**src/rtl/weight_assembler.sv**
```systemverilog
// Rebuilds an N-bit word from a set-bit count and an ascending stream of
// set-bit locations, presenting the result on a held valid/ready output.
module weight_assembler #(
    parameter int unsigned N  = 8,
    parameter int unsigned LW = $clog2(N),
    parameter int unsigned CW = $clog2(N + 1)
) (
    input  logic          clk,
    input  logic          rst,
    input  logic          start,
    input  logic [CW-1:0] pc,
    output logic          busy,
    input  logic          loc_valid,
    input  logic [LW-1:0] loc,
    output logic          loc_ready,
    output logic [N-1:0]  r_out,
    output logic          err,
    output logic          out_valid,
    input  logic          out_ready
);

    typedef enum logic [1:0] {
        IDLE    = 2'd0,
        COLLECT = 2'd1,
        DONE    = 2'd2
    } state_t;

    state_t        state;
    logic [CW-1:0] rem;
    logic [LW-1:0] last_loc;
    logic          have_prev;
    logic          beat;
    logic          pc_over;
    logic          pc_zero;

    assign beat    = loc_valid && loc_ready;
    assign pc_over = (pc > CW'(N));
    assign pc_zero = (pc == '0);

    // r_out doubles as the accumulator, so it shows the partial word during COLLECT
    always_ff @(posedge clk) begin
        if (rst) begin
            state     <= IDLE;
            r_out     <= '0;
            err       <= 1'b0;
            out_valid <= 1'b0;
            loc_ready <= 1'b0;
            busy      <= 1'b0;
            rem       <= '0;
            last_loc  <= '0;
            have_prev <= 1'b0;
        end else begin
            case (state)
                IDLE: begin
                    if (start) begin
                        r_out     <= '0;
                        rem       <= pc;
                        err       <= pc_over;
                        last_loc  <= '0;
                        have_prev <= 1'b0;
                        busy      <= 1'b1;
                        if (pc_zero || pc_over) begin
                            state     <= DONE;
                            out_valid <= 1'b1;
                        end else begin
                            state     <= COLLECT;
                            loc_ready <= 1'b1;
                        end
                    end
                end
                COLLECT: begin
                    if (beat) begin
                        r_out <= r_out | (N'(1) << loc);
                        // Non-ascending location (including duplicates) flags the frame
                        if (have_prev && (loc <= last_loc)) begin
                            err <= 1'b1;
                        end
                        last_loc  <= loc;
                        have_prev <= 1'b1;
                        if (rem != '0) begin
                            rem <= rem - CW'(1);
                        end
                        if (rem <= CW'(1)) begin
                            state     <= DONE;
                            loc_ready <= 1'b0;
                            out_valid <= 1'b1;
                        end
                    end
                end
                DONE: begin
                    if (out_ready) begin
                        state     <= IDLE;
                        out_valid <= 1'b0;
                        busy      <= 1'b0;
                    end
                end
                default: begin
                    state     <= IDLE;
                    out_valid <= 1'b0;
                    loc_ready <= 1'b0;
                    busy      <= 1'b0;
                end
            endcase
        end
    end

endmodule

```
**config.mk**
```make
export PLATFORM = sky130hd
export DESIGN_NAME = weight_assembler
export DESIGN_NICKNAME = d
export VERILOG_FILES = /design/src/rtl/weight_assembler.sv
export SDC_FILE = /design/constraint.sdc
export NUM_CORES = 1
export LEC_CHECK = 0
export BUFFER_PORTS_ARGS = -buffer_cell sky130_fd_sc_hd__buf_2
export CAP_MARGIN = 0
export CORE_MARGIN = 2
export CORE_UTILIZATION = 56
export DETAILED_ROUTE_END_ITERATION = 10
export PLACE_DENSITY = 0.86
export SLEW_MARGIN = 20
export SYNTH_ARGS = -nofsm -noshare
export SYNTH_HDL_FRONTEND = slang
export SYNTH_SLANG_ARGS = --single-unit
```
**constraint.sdc**
```tcl
create_clock -name clk -period 2.4 [get_ports clk]
set_clock_uncertainty 0.15 [all_clocks]
set_input_delay 0.48 -clock clk [delete_from_list [all_inputs] [get_ports clk]]
set_output_delay 0.48 -clock clk [all_outputs]
set_load 0.01 [all_outputs]
```
# After elaboration in Yosys (flattened, before gate mapping)
# Index checks and enable logic that the tools add are counted.
[totals]
reg_bits = 22
output_inout_bits = 12
word_cells = 77
[classes]
add_sub_neg = 1
n_lt_le_gt_ge = 3
eq_ne = 10
shift = 1
mux = 36
n_bitwise = 3
n_reduce_logical = 14
[ops]
columns = ["op", "n"]
rows = [
  ["8-bit 2-to-1 mux", 2],
  ["2-bit inequality test, second input constant", 8],
  ["8-bit case mux with 2 select lines", 1],
  ["1-bit 2-to-1 mux", 15],
  ["4-bit 2-to-1 mux", 3],
  ["4-bit AND reduction", 3],
  ["2-bit 2-to-1 mux", 5],
  ["5-bit AND reduction", 2],
  ["1-bit case mux with 3 select lines", 3],
  ["8-bit OR", 1],
  ["4-bit case mux with 2 select lines", 1],
  ["1-bit by 3-bit left shift with 8-bit output, first input constant", 1],
  ["3-bit 2-to-1 mux", 2],
  ["2-bit case mux with 3 select lines", 1],
  ["3-bit case mux with 2 select lines", 1],
  ["3-bit AND reduction", 2],
  ["4-bit > comparator, second input constant", 1],
  ["4-bit by 1-bit <= comparator with 1-bit output, second input constant", 1],
  ["4-bit logical NOT", 1],
  ["1-bit case mux with 2 select lines", 2],
  ["4-bit nonzero test", 1],
  ["4-bit by 1-bit subtractor with 4-bit output, second input constant", 1],
  ["3-bit <= comparator", 1],
  ["2-bit by 1-bit == test with 1-bit output, second input constant", 1],
  ["other kinds (6)", 8],
]

# Logic depth before layout (Yosys ltp)
# Gate-level depths: netlist of the first run.
[depth]
ltp_word = 5
ltp_mapped = 6

# Worst setup path before layout of the first run
# OpenSTA, ideal clock, no wires.
[synth_timing]
path_type = "input port to flip-flop"
startpoint = "input port loc[1]"
endpoint = "register err"
setup_time_ns = 0.112
t_arrival_ns = 1.382
setup_slack_ns = 0.756
cell_stages = 5
path_cell_list = "ha_1 nor2b_1 o21ai_1 a31oi_1 a2111oi_1"
[synth_via]
elab_chain_cells = 4
[synth_lines]
columns = ["item", "line", "source"]
rows = [
  ["start, declared", "14", "input logic [LW-1:0] loc,"],
  ["3-bit <= comparator", "75", "if (have_prev && (loc <= last_loc)) begin"],
  ["1-bit logical AND", "75", ""],
  ["2-bit inequality test (no source line)", "n/a", ""],
  ["4-bit AND reduction (no source line)", "n/a", ""],
  ["end signal, assigned", "58", "err <= pc_over;"],
  ["end, declared", "17", "output logic err,"],
]
# No other way between the ends.
# A chain may end at the register's enable or synchronous reset.

# Worst setup path in the final report of the first run
[layout_timing]
startpoint = "register state[0]"
endpoint = "register rem[0]"
[layout_via]
elab_chain_cells = 3
elab_cells_between_ends = 8
classes_between = "4 x eq/ne; 1 x mux; 3 x reduce/logical"
[layout_lines]
columns = ["item", "line", "source"]
rows = [
  ["start, declared", "28", "state_t state;"],
  ["start signal, assigned", "43", "state <= IDLE;"],
  ["start signal, assigned", "63", "state <= DONE;"],
  ["start signal, assigned", "66", "state <= COLLECT;"],
  ["2-bit by 1-bit == test with 1-bit output / 2-bit logical NOT (equally long branches)", "53", "case (state)"],
  ["2-bit inequality test (no source line) / 2-bit nonzero test (equally long branches)", "n/a", ""],
  ["4-bit AND reduction (no source line)", "n/a", ""],
  ["end signal, assigned", "57", "rem <= pc;"],
  ["end signal, assigned", "81", "rem <= rem - CW'(1);"],
  ["end, declared", "29", "logic [CW-1:0] rem;"],
]
# Several ways; a longest one is shown, not always the timed one.

==> results of run 1 <==
-- stage by stage --
step / hold WS [ps] / total power [W] / instances
floorplan: 307.0 / 0.0005570 / 132
global placement: 279.5 / 0.0006039 / 177
global route: 333.7 / 0.0008545 / 181
detailed placement: 287.2 / 0.0006089 / 177
CTS: 305.2 / 0.0008115 / 181
finish: 298.9 / 0.0008123 / 181
-- placed cells by master, fill, tap and decap left out, drive strengths merged, types with 5 or more instances in the layout --
cell   count
inv        9
ha         6
nor3       6
buf       24
a21oi     13
nor2      18
dfxtp     22
a22oi      5
-- kinds of logic (layout without fill, tap and decap cells) --
logic type / count (synthesis) / in the layout / synth area share
AOI/OAI and AO/OA: 36 / 36 / 0.2167
adders and majority gates: 6 / 6 / 0.06600
DFF: 22 / 22 / 0.3872
buffers and inverters: 15 / 37 / 0.05830
muxes: 1 / 1 / 0.008801
and+or+nand+nor: 52 / 52 / 0.2629
-- layout make-up --
| class | count | area [sq um] |
|---|---|---|
| tap | 27 | 33.78 |
| clock buffer | 4 | 36.28 |
| multi-input combinational | 95 | 630.6 |
| sequential | 22 | 440.4 |
| timing repair buffer | 24 | 122.6 |
| inverter | 9 | 33.78 |
| fill | 162 | 644.4 |
-- routing by layer --
metal  up-vias  track usage  wire length [um]
met1       507       0.2671              1077
met5         -            0                 0
met2        52       0.3964              1201
met3         8      0.04908               163
met4         0      0.09048                44
li1        526            -                 -
-- worst max-delay path: stages (launching register included) --
cell and delay (ps):
dfxtp_1 620, and4b_1 470, o32ai_2 170, or3_1 370, a21oi_1 130
-- cell usage after synthesis, types with 2 or more instances --
cell type,count
a22oi_1,5
and2_1,3
or3_1,3
o32ai_1,2
clkbuf_1,2
a211oi_1,2
nand2_1,4
a31oi_1,2
a21oi_1,13
o21ai_1,2
ha_1,6
nand2b_1,3
nor3_1,6
buf_4,2
nor2_1,18
nor2b_1,3
dfxtp_1,22
o221ai_1,2
a2bb2oi_1,2
inv_1,9
buf_2,2
-- registers in the layout, indices dropped and copies added, names as in the netlist --
name	count
loc_ready	1
rem	4
r_out	8
last_loc	3
out_valid	1
state	2
busy	1
have_prev	1
err	1
-- power groups by stage --
stage | logic [W] | clock network (W) | registers [W]
after floorplan | 0.000141 | 0 | 0.000416
final | 0.000187 | 0.000208 | 0.000417
after CTS | 0.000186 | 0.000209 | 0.000416
after detailed placement | 0.000184 | 0 | 0.000425
after global placement | 0.000181 | 0 | 0.000422
after global routing | 0.000210 | 0.000223 | 0.000422
-- how the worst min path moves through the flow --
stage / start / endpoint / slack, ps
after detailed placement: out_valid / out_valid / 290
final: out_valid / out_valid / 300
after floorplan: last_loc[2] / last_loc[2] / 310
after global placement: out_valid / out_valid / 280
after CTS: out_valid / out_valid / 310
after global routing: out_valid / out_valid / 330
==> results.json, run 1 <==
{
  "cp_max_fo": 13,
  "vias_per_cell": 6.039,
  "drt-initial-drc-count": 34,
  "synth_top_area_frac": 0.3872,
  "cp-end-kind": "flip-flop",
  "cts_tree": "done",
  "hold-path-cell-count": 2,
  "r2r_slack_ps": 440,
  "synthCells": 132,
  "worst_pin_slew_ps": 538.3,
  "antennaDiodeCount": 0,
  "ir_drop_mv": 0.3984,
  "firstDrtPassIters": 4,
  "hold_class": "flip-flop to flip-flop",
  "p_int_w": 0.0005631,
  "holdBufCountCts": 0,
  "syn_area_per_cell_sq_um": 8.616,
  "cts_sinks": 22,
  "setup_viol": 0,
  "r2r_end": "rem[0]",
  "criticalPathCategory": "flip-flop to flip-flop",
  "powerDensity_nw_per_um2": 626.0,
  "synthFlopType": "dfxtp_1",
  "drcViolationCount": 0,
  "placed_cell_area_sq_um": 1261,
  "insertion_delay_ps": 310,
  "syn_area_sq_um": 1137,
  "die_w_um": 49.07,
  "start_util": 0.5857,
  "rows": 16,
  "area_delta_synth_final_pct": 14.08,
  "synth_edf_count": 0,
  "syn-num-nets": 150,
  "max_cap_violations": 0,
  "place_hpwl_mm": 1.863,
  "drt_wl_total_mm": 2.487,
  "switching_share": 0.3067,
  "yosys_warnings": 0,
  "crit_path_end": "rem[0]",
  "async_flop_share": 0,
  "grt_pass1_vias": 1028,
  "portBuffers": 23,
  "track_usage": 0.2267,
  "grt_max_degree": 24,
  "synthTopCellsByArea": "dfxtp_1 (39%), ha_1 (6.6%), nor2_1 (5.9%)",
  "reg2reg_depth": 4,
  "clockRootBuffer": "clkbuf_4",
  "ys_seq_area_frac": 0.3872,
  "synth_top_area_cell": "dfxtp_1",
  "max_freq_mhz": 509.3,
  "reg2reg_from": "state[0]",
  "fin_crit_sh": 0.8180,
  "cp-startpoint": "state[0]",
  "die-area_sq_um": 2407,
  "postLayoutCellArea_sq_um": 1297,
  "worstPathRequired_ps": 2510,
  "synth_seq_cells": 22,
  "gp_congestion": 0.9196,
  "post_drt_wl_per_cell_um": 13.74,
  "final-max-slew-violation-count": 0,
  "setup_ws_ps": 436.7,
  "fin_setup_tns_ps": 0,
  "antenna_found_initial": 0,
  "vias": 1093,
  "die_y_um": 49.07,
  "ios": 24,
  "antenna_left": 0,
  "cts_setup_buffers": 0,
  "nets": 173,
  "post-route-util": 0.6682,
  "grt-ovfl-total": 0,
  "post_cts_resized": 0,
  "cts_made_buffers": 3,
  "p_sw_w": 0.0002491,
  "slew_headroom": 0.6380,
  "drive_gt1_frac": 0.2078,
  "hold_viol": 0,
  "dp_slack_ps": 483.8,
  "clkSlewWorstSetupHoldPaths_ps": 120,
  "p_comb_frac": 0.230,
  "status": "finished, final reports clean",
  "grt_setup_unrepaired": "false",
  "yosys.cell_types.count": 40,
  "leakage_nw": 0.5412,
  "fin_crit_ps": 1963,
  "htreeDepth": 1,
  "cp-start-kind": "flip-flop",
  "cp.arrival_ps": 2070,
  "seq_power_share": 0.513,
  "cts_max_path_buffers": 2,
  "clkPwrFrac": 0.256,
  "core_area_sq_um": 1942,
  "grt_pass1_wl_mm": 4.333
}
Note: power is estimated with default switching activity, not from simulation.
==> run 2, diff against run 1 <==
--- a/config.mk
+++ b/config.mk
@@ -8,9 +8,9 @@
 export BUFFER_PORTS_ARGS = -buffer_cell sky130_fd_sc_hd__buf_2
 export CAP_MARGIN = 0
 export CORE_MARGIN = 2
-export CORE_UTILIZATION = 56
+export CORE_UTILIZATION = 47
 export DETAILED_ROUTE_END_ITERATION = 10
-export PLACE_DENSITY = 0.86
+export PLACE_DENSITY = 0.77
 export SLEW_MARGIN = 20
 export SYNTH_ARGS = -nofsm -noshare
 export SYNTH_HDL_FRONTEND = slang
==> constraint.sdc (replaced) <==
create_clock -name clk -period 1.7 [get_ports clk]
set_clock_uncertainty 0.15 [all_clocks]
set_input_delay 0.34 -clock clk [delete_from_list [all_inputs] [get_ports clk]]
set_output_delay 0.34 -clock clk [all_outputs]
set_load 0.01 [all_outputs]
==> results.json, run 2 (synthesized netlist as in run 1, its figures left out) <==
{
  "grt-ovfl-total": 0,
  "reg2reg_from": "state[1]",
  "fin_crit_sh": 0.9481,
  "cp-end-kind": "flip-flop",
  "dp_slack_ps": -4.683,
  "antenna_found_initial": 0,
  "fin_setup_tns_ps": 0,
  "insertion_delay_ps": 290,
  "start_util": 0.5044,
  "powerDensity_nw_per_um2": 816.3,
  "grt_pass1_vias": 1057,
  "antenna_left": 0,
  "power_w": 0.001140,
  "die_y_um": 53.19,
  "die-area_sq_um": 2829,
  "reg2reg_depth": 5,
  "htreeDepth": 1,
  "cp.arrival_ps": 1690,
  "firstDrtPassIters": 4,
  "core_area_sq_um": 2255,
  "grt_max_degree": 24,
  "slew_headroom": 0.7178,
  "cts_sinks": 22,
  "gp_congestion": 0.8060,
  "worst_pin_slew_ps": 423.3,
  "r2r_slack_ps": 90,
  "cts_max_path_buffers": 2,
  "area_delta_synth_final_pct": 22.77,
  "postLayoutCellArea_sq_um": 1396,
  "nets": 184,
  "drive_gt1_frac": 0.3049,
  "drt_wl_total_mm": 2.651,
  "fin_crit_ps": 1612,
  "cts_setup_buffers": 0,
  "hold_slack_ps": 187.5,
  "cts_made_buffers": 3,
  "hold_viol": 0,
  "r2r_end": "last_loc[0]",
  "largest_register_ffs": 8,
  "ios": 24,
  "max_freq_mhz": 620.4,
  "cp-startpoint": "state[1]",
  "vias_per_cell": 5.688,
  "place_hpwl_mm": 2.019,
  "status": "finished, final reports clean",
  "final-max-slew-violation-count": 0,
  "grt_pass1_wl_mm": 4.347,
  "post_drt_wl_per_cell_um": 13.81,
  "clockRootBuffer": "clkbuf_4",
  "setup_viol": 0,
  "nFillCells": 206,
  "worstPathRequired_ps": 1780,
  "drcViolationCount": 0,
  "ir_drop_mv": 0.5529,
  "leakage_nw": 0.5923,
  "clkSlewWorstSetupHoldPaths_ps": 110,
  "antennaDiodeCount": 0,
  "die_w_um": 53.19,
  "track_usage": 0.2093,
  "grt_setup_unrepaired": "false",
  "portBuffers": 23,
  "setup_ws_ps": 88.20,
  "cp-start-kind": "flip-flop",
  "final_common_cell": "buf_2",
  "hold_class": "input pin to flip-flop",
  "layout_common_cells": "buf_2 (23), dfxtp_1 (19), nor2_1 (18)",
  "holdBufCountCts": 0,
  "cts_tree": "done",
  "placed_cell_area_sq_um": 1345,
  "top_regs": "r_out (8), rem (4), last_loc (3)",
  "max_cap_violations": 0,
  "rows": 17,
  "crit_path_end": "last_loc[0]",
  "regMostFlops": "r_out",
  "cp_max_fo": 10,
  "criticalPathCategory": "flip-flop to flip-flop",
  "vias": 1092,
  "drt-initial-drc-count": 33
}
-- run 2: cell count changes in the layout (fill, tap and decap cells not counted), sizes merged --
cell	before	now
buf	24	35
clkbuf	4	3
-- run 2: worst max-delay path, cell delays in order, from the launching register on --
cell	delay (ps)
dfxtp_2	440
and4b_1	260
buf_4	170
nor2_1	300
a22oi_1	120
nor2_1	120
-- run 2: worst min path at each step --
stage                           start  slack, ps     endpoint  cells past startpoint
after floorplan           last_loc[2]        310  last_loc[2]                      2
after global placement      out_valid        280    out_valid                      2
after detailed placement    out_valid        280    out_valid                      2
after CTS                   out_ready        190     state[1]                      4
after global routing        out_ready        190     state[1]                      4
final                       out_ready        190     state[1]                      4
-- run 2: per-stage QoR --
stage            util  instances
2_1_floorplan       -        132
3_3_place_gp   0.5966        189
3_5_place_dp   0.5966        189
4_1_cts        0.6065        192
5_1_grt        0.6193        192
6_report       0.6193        192
-- run 2: what timing repair did --
| item | in CTS | in global routing |
|---|---|---|
| gates resized for setup | 0 | 10 |
| setup endpoints to repair | 0 | 14 |
| hold endpoints to repair | 0 | 0 |
-- run 2: layer usage --
metal | routed length [um] | GRT usage
met5 | 0 | 0
met4 | 12 | 0.09402
met3 | 144 | 0.03672
met2 | 1260 | 0.3500
met1 | 1233 | 0.2605
-- run 2: final cells by class --
type                            instances  area, sq um  share of cell area
Sequential cell                        22        446.7              0.3199
Inverter                                9        33.78             0.02419
Multi-Input combinational cell         95        653.1              0.4677
Timing Repair Buffer                   35        205.2              0.1470
Clock buffer                            3        22.52             0.01613
Tap cell                               28        35.03             0.02509
-- run 2: power by group --
group	total, W	internal [W]	switching, W
registers	0.000586	0.000549	0.0000373
logic	0.000329	0.000158	0.000171
clock network	0.000224	0.0000824	0.000142
==> run 3, diff against run 2 <==
--- a/config.mk
+++ b/config.mk
@@ -7,8 +7,10 @@
 export LEC_CHECK = 0
 export BUFFER_PORTS_ARGS = -buffer_cell sky130_fd_sc_hd__buf_2
 export CAP_MARGIN = 0
+export CELL_PAD_IN_SITES_DETAIL_PLACEMENT = 0
+export CELL_PAD_IN_SITES_GLOBAL_PLACEMENT = 1
 export CORE_MARGIN = 2
-export CORE_UTILIZATION = 47
+export CORE_UTILIZATION = 35
 export DETAILED_ROUTE_END_ITERATION = 10
 export PLACE_DENSITY = 0.77
 export SLEW_MARGIN = 20
==> results.json, run 3 (synthesized netlist as in run 1, its figures left out) <==
{
  "regMostFlops": "r_out",
  "cp_common_cell": "a211oi_1",
  "core_area_sq_um": 3078,
  "fin_crit_sh": 0.9502,
  "ir_drop_mv": 0.4381,
  "cp_max_fo": 5,
  "hold_end": "state[1]",
  "clkPwrFrac": 0.314,
  "postLayoutCellArea_sq_um": 1400,
  "drcViolationCount": 0,
  "grt-ovfl-total": 0,
  "cts_max_path_buffers": 2,
  "power_w": 0.001289,
  "cp-end-kind": "flip-flop",
  "hp-start": "out_ready",
  "final_common_cell": "buf_2",
  "fin_crit_ps": 1615,
  "clockRootBuffer": "clkbuf_4",
  "place_hpwl_mm": 2.096,
  "cp-start-kind": "flip-flop",
  "portBuffers": 23,
  "criticalPathCategory": "flip-flop to flip-flop",
  "hold-path-cell-count": 4,
  "nets": 180,
  "powerDensity_nw_per_um2": 921.0,
  "cts_made_buffers": 3,
  "top_regs": "r_out (8), rem (4), last_loc (3)",
  "holdBufCountCts": 0,
  "fin_cells": 205,
  "r2r_slack_ps": 80,
  "placed_cell_area_sq_um": 1335,
  "status": "finished, final reports clean",
  "htreeDepth": 1,
  "rows": 20,
  "max_freq_mhz": 619.1,
  "post_drt_wl_per_cell_um": 13.89,
  "vias_per_cell": 5.332,
  "antennaDiodeCount": 0,
  "reg2reg_from": "rem[1]",
  "hold_class": "input pin to flip-flop",
  "track_usage": 0.1616,
  "p_sw_w": 0.0003681,
  "path_cells": "inv_1 -> ha_1 -> nand2b_1 -> o32ai_2 -> a211oi_1 -> a211oi_1",
  "final-max-slew-violation-count": 0,
  "cp_slowest_cell": "o32ai_2",
  "setup_viol": 0,
  "gp_congestion": 0.8573,
  "area_delta_synth_final_pct": 23.10,
  "grt_pass1_wl_mm": 4.505,
  "antenna_left": 0,
  "worstPathRequired_ps": 1770,
  "drt-initial-drc-count": 32,
  "crit_path_max_incr_delay_ps": 360,
  "grt_setup_unrepaired": "false",
  "switching_share": 0.2854,
  "die-area_sq_um": 3722,
  "worst_pin_slew_ps": 445.2,
  "cp.arrival_ps": 1690,
  "reg2reg_depth": 6,
  "layout_common_cells": "buf_2 (23), dfxtp_1 (18), nor2_1 (17)",
  "cts_tree": "done",
  "ios": 24,
  "r2r_end": "rem[1]",
  "p_int_w": 0.0009214,
  "insertion_delay_ps": 310,
  "seq_power_share": 0.453,
  "vias": 1093,
  "grt_max_degree": 24,
  "start_util": 0.3695,
  "die_y_um": 61.01,
  "clkSlewWorstSetupHoldPaths_ps": 130,
  "grt_pass1_vias": 993,
  "max_cap_violations": 0,
  "die_w_um": 61.01,
  "firstDrtPassIters": 4,
  "hold_viol": 0,
  "place_inst": 201,
  "cts_sinks": 22,
  "largest_register_ffs": 8,
  "drive_gt1_frac": 0.2795,
  "cts_setup_buffers": 0,
  "leakage_nw": 0.5867,
  "p_comb_frac": 0.233,
  "antenna_found_initial": 0,
  "slew_headroom": 0.7032,
  "drt_wl_total_mm": 2.847
}
-- run 3: changes by cell type in the layout (fill, tap and decap cells not counted), sizes merged --
cell and delta:
buf -4, bufinv +1
-- run 3: critical path: cells and delay by family, from the launching register on --
kind	cells	cell delay [ps]
buf+inv	1	110
simple gates	1	70
compound gates	3	690
flops	1	340
fa+ha+maj	1	160
-- run 3: worst max path at each step --
stage                     start  slack, ps  cells after the start      to
floorplan                loc[1]        200                      5     err
global placement         loc[1]         40                      6     err
detailed placement       loc[1]        -30                      6     err
CTS                 last_loc[1]         50                      6     err
global route             rem[1]          8                      6  rem[1]
finish                   rem[1]         80                      6  rem[1]
-- run 3: metal layers --
layer / wire [um] / vias to the layer above / track usage
met5: 0 / - / 0
met4: 15 / 0 / 0.04658
met3: 137 / 2 / 0.01919
met2: 1325 / 28 / 0.2565
met1: 1368 / 526 / 0.2306
li1: - / 537 / -
-- run 3: cell type report --
class | count | area, sq um
fill | 314 | 1678
multi-input combinational | 95 | 638.1
sequential | 22 | 445.4
timing repair buffer | 31 | 175.2
tap | 44 | 55.05
inverter | 9 | 33.78
clock inverter | 1 | 30.03
clock buffer | 3 | 22.52
-- run 3: metrics by stage --
step	setup slack [ps]	utilization	TNS (ps)	hold slack (ps)
after floorplan	196.0	-	0	307.0
after global placement	39.83	0.4337	0	280.0
after detailed placement	-34.23	0.4337	-34.23	287.3
after CTS	49.88	0.4512	0	171.5
after global routing	8.093	0.4549	0	201.9
final	84.68	0.4549	0	170.9
-- run 3: timing repair --
item | CTS | global route
setup endpoints to repair | 1 | 8
pin swaps | 0 | 1
resized for setup | 1 | 5
-- run 3: power by group through the flow --
stage               Sequential, W  Clock (W)  Combinational [W]
floorplan                0.000587          0           0.000199
global placement         0.000593          0           0.000288
detailed placement       0.000595          0           0.000293
CTS                      0.000584   0.000414           0.000295
global route             0.000591   0.000432           0.000333
finish                   0.000585   0.000405           0.000300
